File: config.mk
export PLATFORM = sky130hd
export DESIGN_NAME = scoreboard_readout
export DESIGN_NICKNAME = d
export VERILOG_FILES = /design/src/rtl/scoreboard_pkg.sv /design/src/rtl/frame_serializer.sv /design/src/rtl/scoreboard_readout.sv
export SDC_FILE = /design/constraint.sdc
export NUM_CORES = 1
export LEC_CHECK = 0
export ABC_AREA = 1
export CELL_PAD_IN_SITES_DETAIL_PLACEMENT = 1
export CELL_PAD_IN_SITES_GLOBAL_PLACEMENT = 1
export CORE_ASPECT_RATIO = 1.4
export CORE_MARGIN = 3
export CORE_UTILIZATION = 42
export CTS_BUF_LIST = sky130_fd_sc_hd__clkbuf_2 sky130_fd_sc_hd__clkbuf_4 sky130_fd_sc_hd__clkbuf_8
export CTS_CLUSTER_DIAMETER = 30
export DETAILED_ROUTE_END_ITERATION = 16
export PLACE_DENSITY_LB_ADDON = 0.1
export SLEW_MARGIN = 20
export SYNTH_ARGS = -nofsm -noshare
export SYNTH_HDL_FRONTEND = slang
export SYNTH_SLANG_ARGS = --single-unit
File: constraint.sdc
create_clock -name clk -period 4.8 [get_ports clk]
set_clock_uncertainty 0.05 [all_clocks]
set_input_delay 0.96 -clock clk [delete_from_list [all_inputs] [get_ports clk]]
set_output_delay 0.96 -clock clk [all_outputs]
set_load 0.03 [all_outputs]
File: src/rtl/scoreboard_pkg.sv
// Shared definitions for the scoreboard readout: FSM encoding, default frame tag
// and frame length as a function of counter width.
package scoreboard_pkg;

    typedef enum logic [1:0] {
        IDLE   = 2'd0,
        SETTLE = 2'd1,
        SEND   = 2'd2
    } state_t;

    localparam logic [7:0] DEFAULT_TAG = 8'hA5;

    // Tag byte, both counters byte by byte, then the checksum byte.
    function automatic int frame_len(input int width);
        return 2 + 2 * (width / 8);
    endfunction

endpackage

File: src/rtl/frame_serializer.sv
// Sends TAG, a captured word MSB byte first, then a running XOR checksum
// over a valid/ready byte stream.
module frame_serializer
    import scoreboard_pkg::*;
#(
    parameter int         WORD_W = 64,
    parameter logic [7:0] TAG    = DEFAULT_TAG
) (
    input  logic              clk,
    input  logic              reset,
    input  logic              load,
    input  logic [WORD_W-1:0] word,
    output logic [7:0]        tx_data,
    output logic              tx_valid,
    input  logic              tx_ready,
    output logic              last_accept
);

    localparam int N     = frame_len(WORD_W / 2);
    localparam int IDX_W = $clog2(N);
    localparam logic [IDX_W-1:0] LAST_IDX = IDX_W'(N - 1);
    localparam logic [IDX_W-1:0] CSUM_IDX = IDX_W'(N - 2);

    logic [WORD_W-1:0] shadow;
    logic [IDX_W-1:0]  idx;
    logic [7:0]        csum;
    logic              accept;

    assign accept      = tx_valid && tx_ready;
    assign last_accept = accept && (idx == LAST_IDX);

    // NOTE: non-blocking for all state so every register updates from pre-edge values.
    always_ff @(posedge clk or posedge reset) begin
        if (reset) begin
            shadow   <= '0;
            idx      <= '0;
            csum     <= '0;
            tx_data  <= '0;
            tx_valid <= 1'b0;
        end else if (load) begin
            shadow   <= word;
            idx      <= '0;
            csum     <= '0;
            tx_data  <= TAG;
            tx_valid <= 1'b1;
        end else if (accept) begin
            csum <= csum ^ tx_data;
            if (idx == LAST_IDX) begin
                tx_valid <= 1'b0;
                idx      <= '0;
            end else begin
                idx <= idx + IDX_W'(1);
                // The checksum byte folds in the byte being accepted right now.
                if (idx == CSUM_IDX) begin
                    tx_data <= csum ^ tx_data;
                end else begin
                    tx_data <= shadow[WORD_W-1 -: 8];
                    shadow  <= {shadow[WORD_W-9:0], 8'h00};
                end
            end
        end
    end

endmodule

File: src/rtl/scoreboard_readout.sv
// Freezes the scoreboard, captures both counters after one settle cycle,
// streams them as a checksummed byte frame and then releases the freeze.
module scoreboard_readout
    import scoreboard_pkg::*;
#(
    parameter int         WIDTH = 32,
    parameter logic [7:0] TAG   = DEFAULT_TAG
) (
    input  logic             clk,
    input  logic             reset,
    input  logic             i_req,
    output logic             o_busy,
    output logic             o_freeze,
    input  logic [WIDTH-1:0] i_event_ctr,
    input  logic [WIDTH-1:0] i_data_ctr,
    output logic [7:0]       o_tx_data,
    output logic             o_tx_valid,
    input  logic             i_tx_ready,
    output logic             o_done
);

    state_t state, state_nx;
    logic   freeze_nx, busy_nx, done_nx;
    logic   load, last_accept;

    // NOTE: defaults first so no path leaves a signal unassigned and infers a latch.
    always_comb begin
        state_nx  = state;
        freeze_nx = o_freeze;
        busy_nx   = o_busy;
        done_nx   = 1'b0;
        load      = 1'b0;
        case (state)
            IDLE: begin
                if (i_req) begin
                    state_nx  = SETTLE;
                    freeze_nx = 1'b1;
                    busy_nx   = 1'b1;
                end
            end
            SETTLE: begin
                // Scoreboard has seen freeze for a full cycle, counters are final.
                load     = 1'b1;
                state_nx = SEND;
            end
            SEND: begin
                if (last_accept) begin
                    state_nx  = IDLE;
                    freeze_nx = 1'b0;
                    busy_nx   = 1'b0;
                    done_nx   = 1'b1;
                end
            end
            default: begin
                state_nx  = IDLE;
                freeze_nx = 1'b0;
                busy_nx   = 1'b0;
            end
        endcase
    end

    always_ff @(posedge clk or posedge reset) begin
        if (reset) begin
            state    <= IDLE;
            o_freeze <= 1'b0;
            o_busy   <= 1'b0;
            o_done   <= 1'b0;
        end else begin
            state    <= state_nx;
            o_freeze <= freeze_nx;
            o_busy   <= busy_nx;
            o_done   <= done_nx;
        end
    end

    frame_serializer #(
        .WORD_W(2 * WIDTH),
        .TAG   (TAG)
    ) u_serializer (
        .clk        (clk),
        .reset      (reset),
        .load       (load),
        .word       ({i_event_ctr, i_data_ctr}),
        .tx_data    (o_tx_data),
        .tx_valid   (o_tx_valid),
        .tx_ready   (i_tx_ready),
        .last_accept(last_accept)
    );

endmodule

==> reports/results.tsv <==
metric	value	unit
status	finished clean	
die outline area	0.0119	mm^2
post-layout util	53.8	%
count of antenna-violating nets left after detailed routing	0	
Post-route DRC	0	
number of gates resized after cts	0	
dpl ws	1.91	ns
worst path required time	5.01	ns
fraction of final layout cells with drive strength greater than 1	7.81	%
Setup Crit Path Kind	register to register	
clock tree from TritonCTS	built	
placer's final routability congestion estimate	0.816	
count of input and output buffers	79	
Sequential Area	0.00223	mm^2
power after layout	3.17	mW
Slew headroom	33.6	%
maximum capacitance violations	0	
worst hold slack after final layout	0.431	ns
Crit-path slowest cell	nand2_2	
clock tree sinks	89	
most common cell after layout, fill and taps aside	nand2_1	
largest area contributor in the netlist	dfrtp_1	
antenna violations before repair	0	
P&R area growth vs syn	22.2	%
die width	93.1	um
number of max-slew violations in the final report	0	
total area of multi-input combinational cells	0.00191	mm^2
total of endpoints with negative setup slack in the final report	0	
DR vias	3836	
initial core utilization	44.1	%
count of unique library cells instantiated by Yosys	25	
area post-placement	0.00525	mm^2
post-synth top area share	50.0	%
CP Buf/Inv Count	1	
top post-synthesis cells by area	dfrtp_1 (50%), nand2_1 (29%), nand2_2 (3.4%), o21ai_0 (3.4%), inv_1 (2.3%)	
area of all placed cells without fillers	0.00544	mm^2
total negative slack	0	ns
Total Routed Length	11500	um
crit path DAT	2.75	ns
count of fill cells added during filler insertion	1317	
number of vias per cell	4.79	
maximum clock path buffer count	2	
Overall Global Routing Usage	20.4	%
sequence of cells on the critical path	nand2_2 > buf_4 > nand2_4 > o21ai_0	
number of hold buffers added after cts	0	
leading cell types in the layout, fill and taps excluded	nand2_1 (344), dfrtp_1 (89), clkdlybuf4s50_1 (79), o21ai_0 (30), inv_1 (26)	
launching element type of the critical path	register	
Mapped Cells	597	
static leakage	2.89	nW
vertical die dimension	128	um
areal power density over the cells	583	mW/mm^2
depth of the CTS H-tree	3	
final net count	733	
synth warn	0	
Avg Synthesized Cell Area	7.47	um^2
average wire per cell in the routed design	14.4	um
CTS Root Cell	clkbuf_8	
global-route wire length before repair	19300	um
Post-Synthesis Cell Area	0.00446	mm^2
number of standard-cell rows in the floorplan	43	
post-CTS setup buffer count	0	
number of antenna repair diodes	0	
number of storage elements in the synthesis netlist	89	
DRT iter0 DRCs	210	
HPWL reported at the end of detailed placement	8120	um
Core Area	0.0101	mm^2
PnR worst setup slack	2.25	ns
Hold Crit Class	register to register	
share of the clock period used by the worst path after layout	53.1	%
number of failing hold endpoints at the final stage	0	
residual overflow from global routing	0	
largest net degree at the start of global routing	65	
dpl cells	786	
largest driver fanout on the critical path	56	
IO Pins	80	
part of the Yosys area used for sequential elements	50.0	%
max incr delay on CP	0.58	ns
slew of the pin with the lowest slew margin	0.994	ns
1st-pass router iterations	4	
category of the worst setup path capture point	register	
post-route minimum period	2.55	ns
clock network latency to the later pin of the worst-skew pair	0.35	ns
final instance count without filler cells	801	
register clock-pin slew on the reported worst setup and hold paths	0.08	ns
number of nets in the synthesized netlist	668	
unrepaired setup endpoints after global routing	no	
via count of the first global-routing pass	4171	
IR drop worst, VDD	0.200	mV
maximum clock rate	393	MHz
number of buffers added by the clock tree synthesis step	9	
critical path's top delay family	simple AND/OR/NAND/NOR gates	
-- worst reg2reg max path: cells and delay by family, from the launching register on --
family	cells	cell delay, ns
DFF	1	0.42
buffers and inverters	1	0.52
AOI/OAI and AO/OA	1	0.38
and+or+nand+nor	2	1.08
-- layout make-up --
cell class                      count  area share (%)
Clock buffer                       12            2.92
Timing Repair Buffer               82            14.9
Inverter                           33            2.34
Multi-Input combinational cell    447            35.0
Clock inverter                      3           0.735
Tap cell                          135            3.10
Sequential cell                    89            40.9
-- synth_stat cells --
library cell and count:
o211ai_1 1, o21ai_0 30, nor3_1 3, o21ai_1 8, buf_4 3, ha_1 3, nand3_2 1, nor2_2 1
inv_2 3, nand2_4 2, nand2_2 24, nor2_1 8, buf_6 2, a21oi_1 9, dfrtp_1 89, xnor2_1 8
buf_2 16, inv_4 1, inv_1 27, nand4_1 2, buf_12 3, clkinv_1 2, nand3_1 3, nand2_1 344
clkbuf_1 4
-- routing by layer --
metal | wire length [um] | global-route usage [%] | share of wire [%]
met4 | 182 | 6.38 | 1.6
met1 | 5000 | 25.3 | 44
met2 | 5980 | 35.9 | 52
met5 | 0 | 0 | 0
met3 | 338 | 3.58 | 2.9
-- flip-flops by register name, indices dropped and copies added (netlist names) --
| register | flops |
|---|---|
| u_serializer.csum | 8 |
| state | 2 |
| u_serializer.idx | 4 |
| o_done | 1 |
| u_serializer.shadow | 64 |
| u_serializer.tx_valid | 1 |
| u_serializer.tx_data | 8 |
| o_freeze | 1 |
-- final timing paths --
kind,start,to,slack (ns),depth (start not counted)
max in group asynchronous,reset,u_serializer.shadow[48],2.95,3
min in group asynchronous,reset,u_serializer.shadow[5],0.94,2
hold / removal,u_serializer.shadow[40],u_serializer.shadow[40],0.43,2
hold reg to reg,u_serializer.shadow[40],u_serializer.shadow[40],0.43,2
setup reg to reg,state[0],u_serializer.shadow[4],2.25,4
setup / recovery,state[0],u_serializer.shadow[4],2.25,4
-- where the power goes --
part	switching, mW	internal, mW	leakage (nW)	total (mW)
registers	0.175	1.04	1.15	1.21
clock network	0.255	0.271	0.106	0.526
logic	0.937	0.500	1.63	1.44
-- cell families after synthesis --
logic type / count (synthesis) / share of synthesized area (%)
and+or+nand+nor: 388 / 34.8
DFF: 89 / 50.0
buffers and inverters: 61 / 7.33
AOI/OAI and AO/OA: 48 / 5.45
xor gates and xnor gates: 8 / 1.57
adders and majority gates: 3 / 0.842
(Power assumes the default switching activity.)
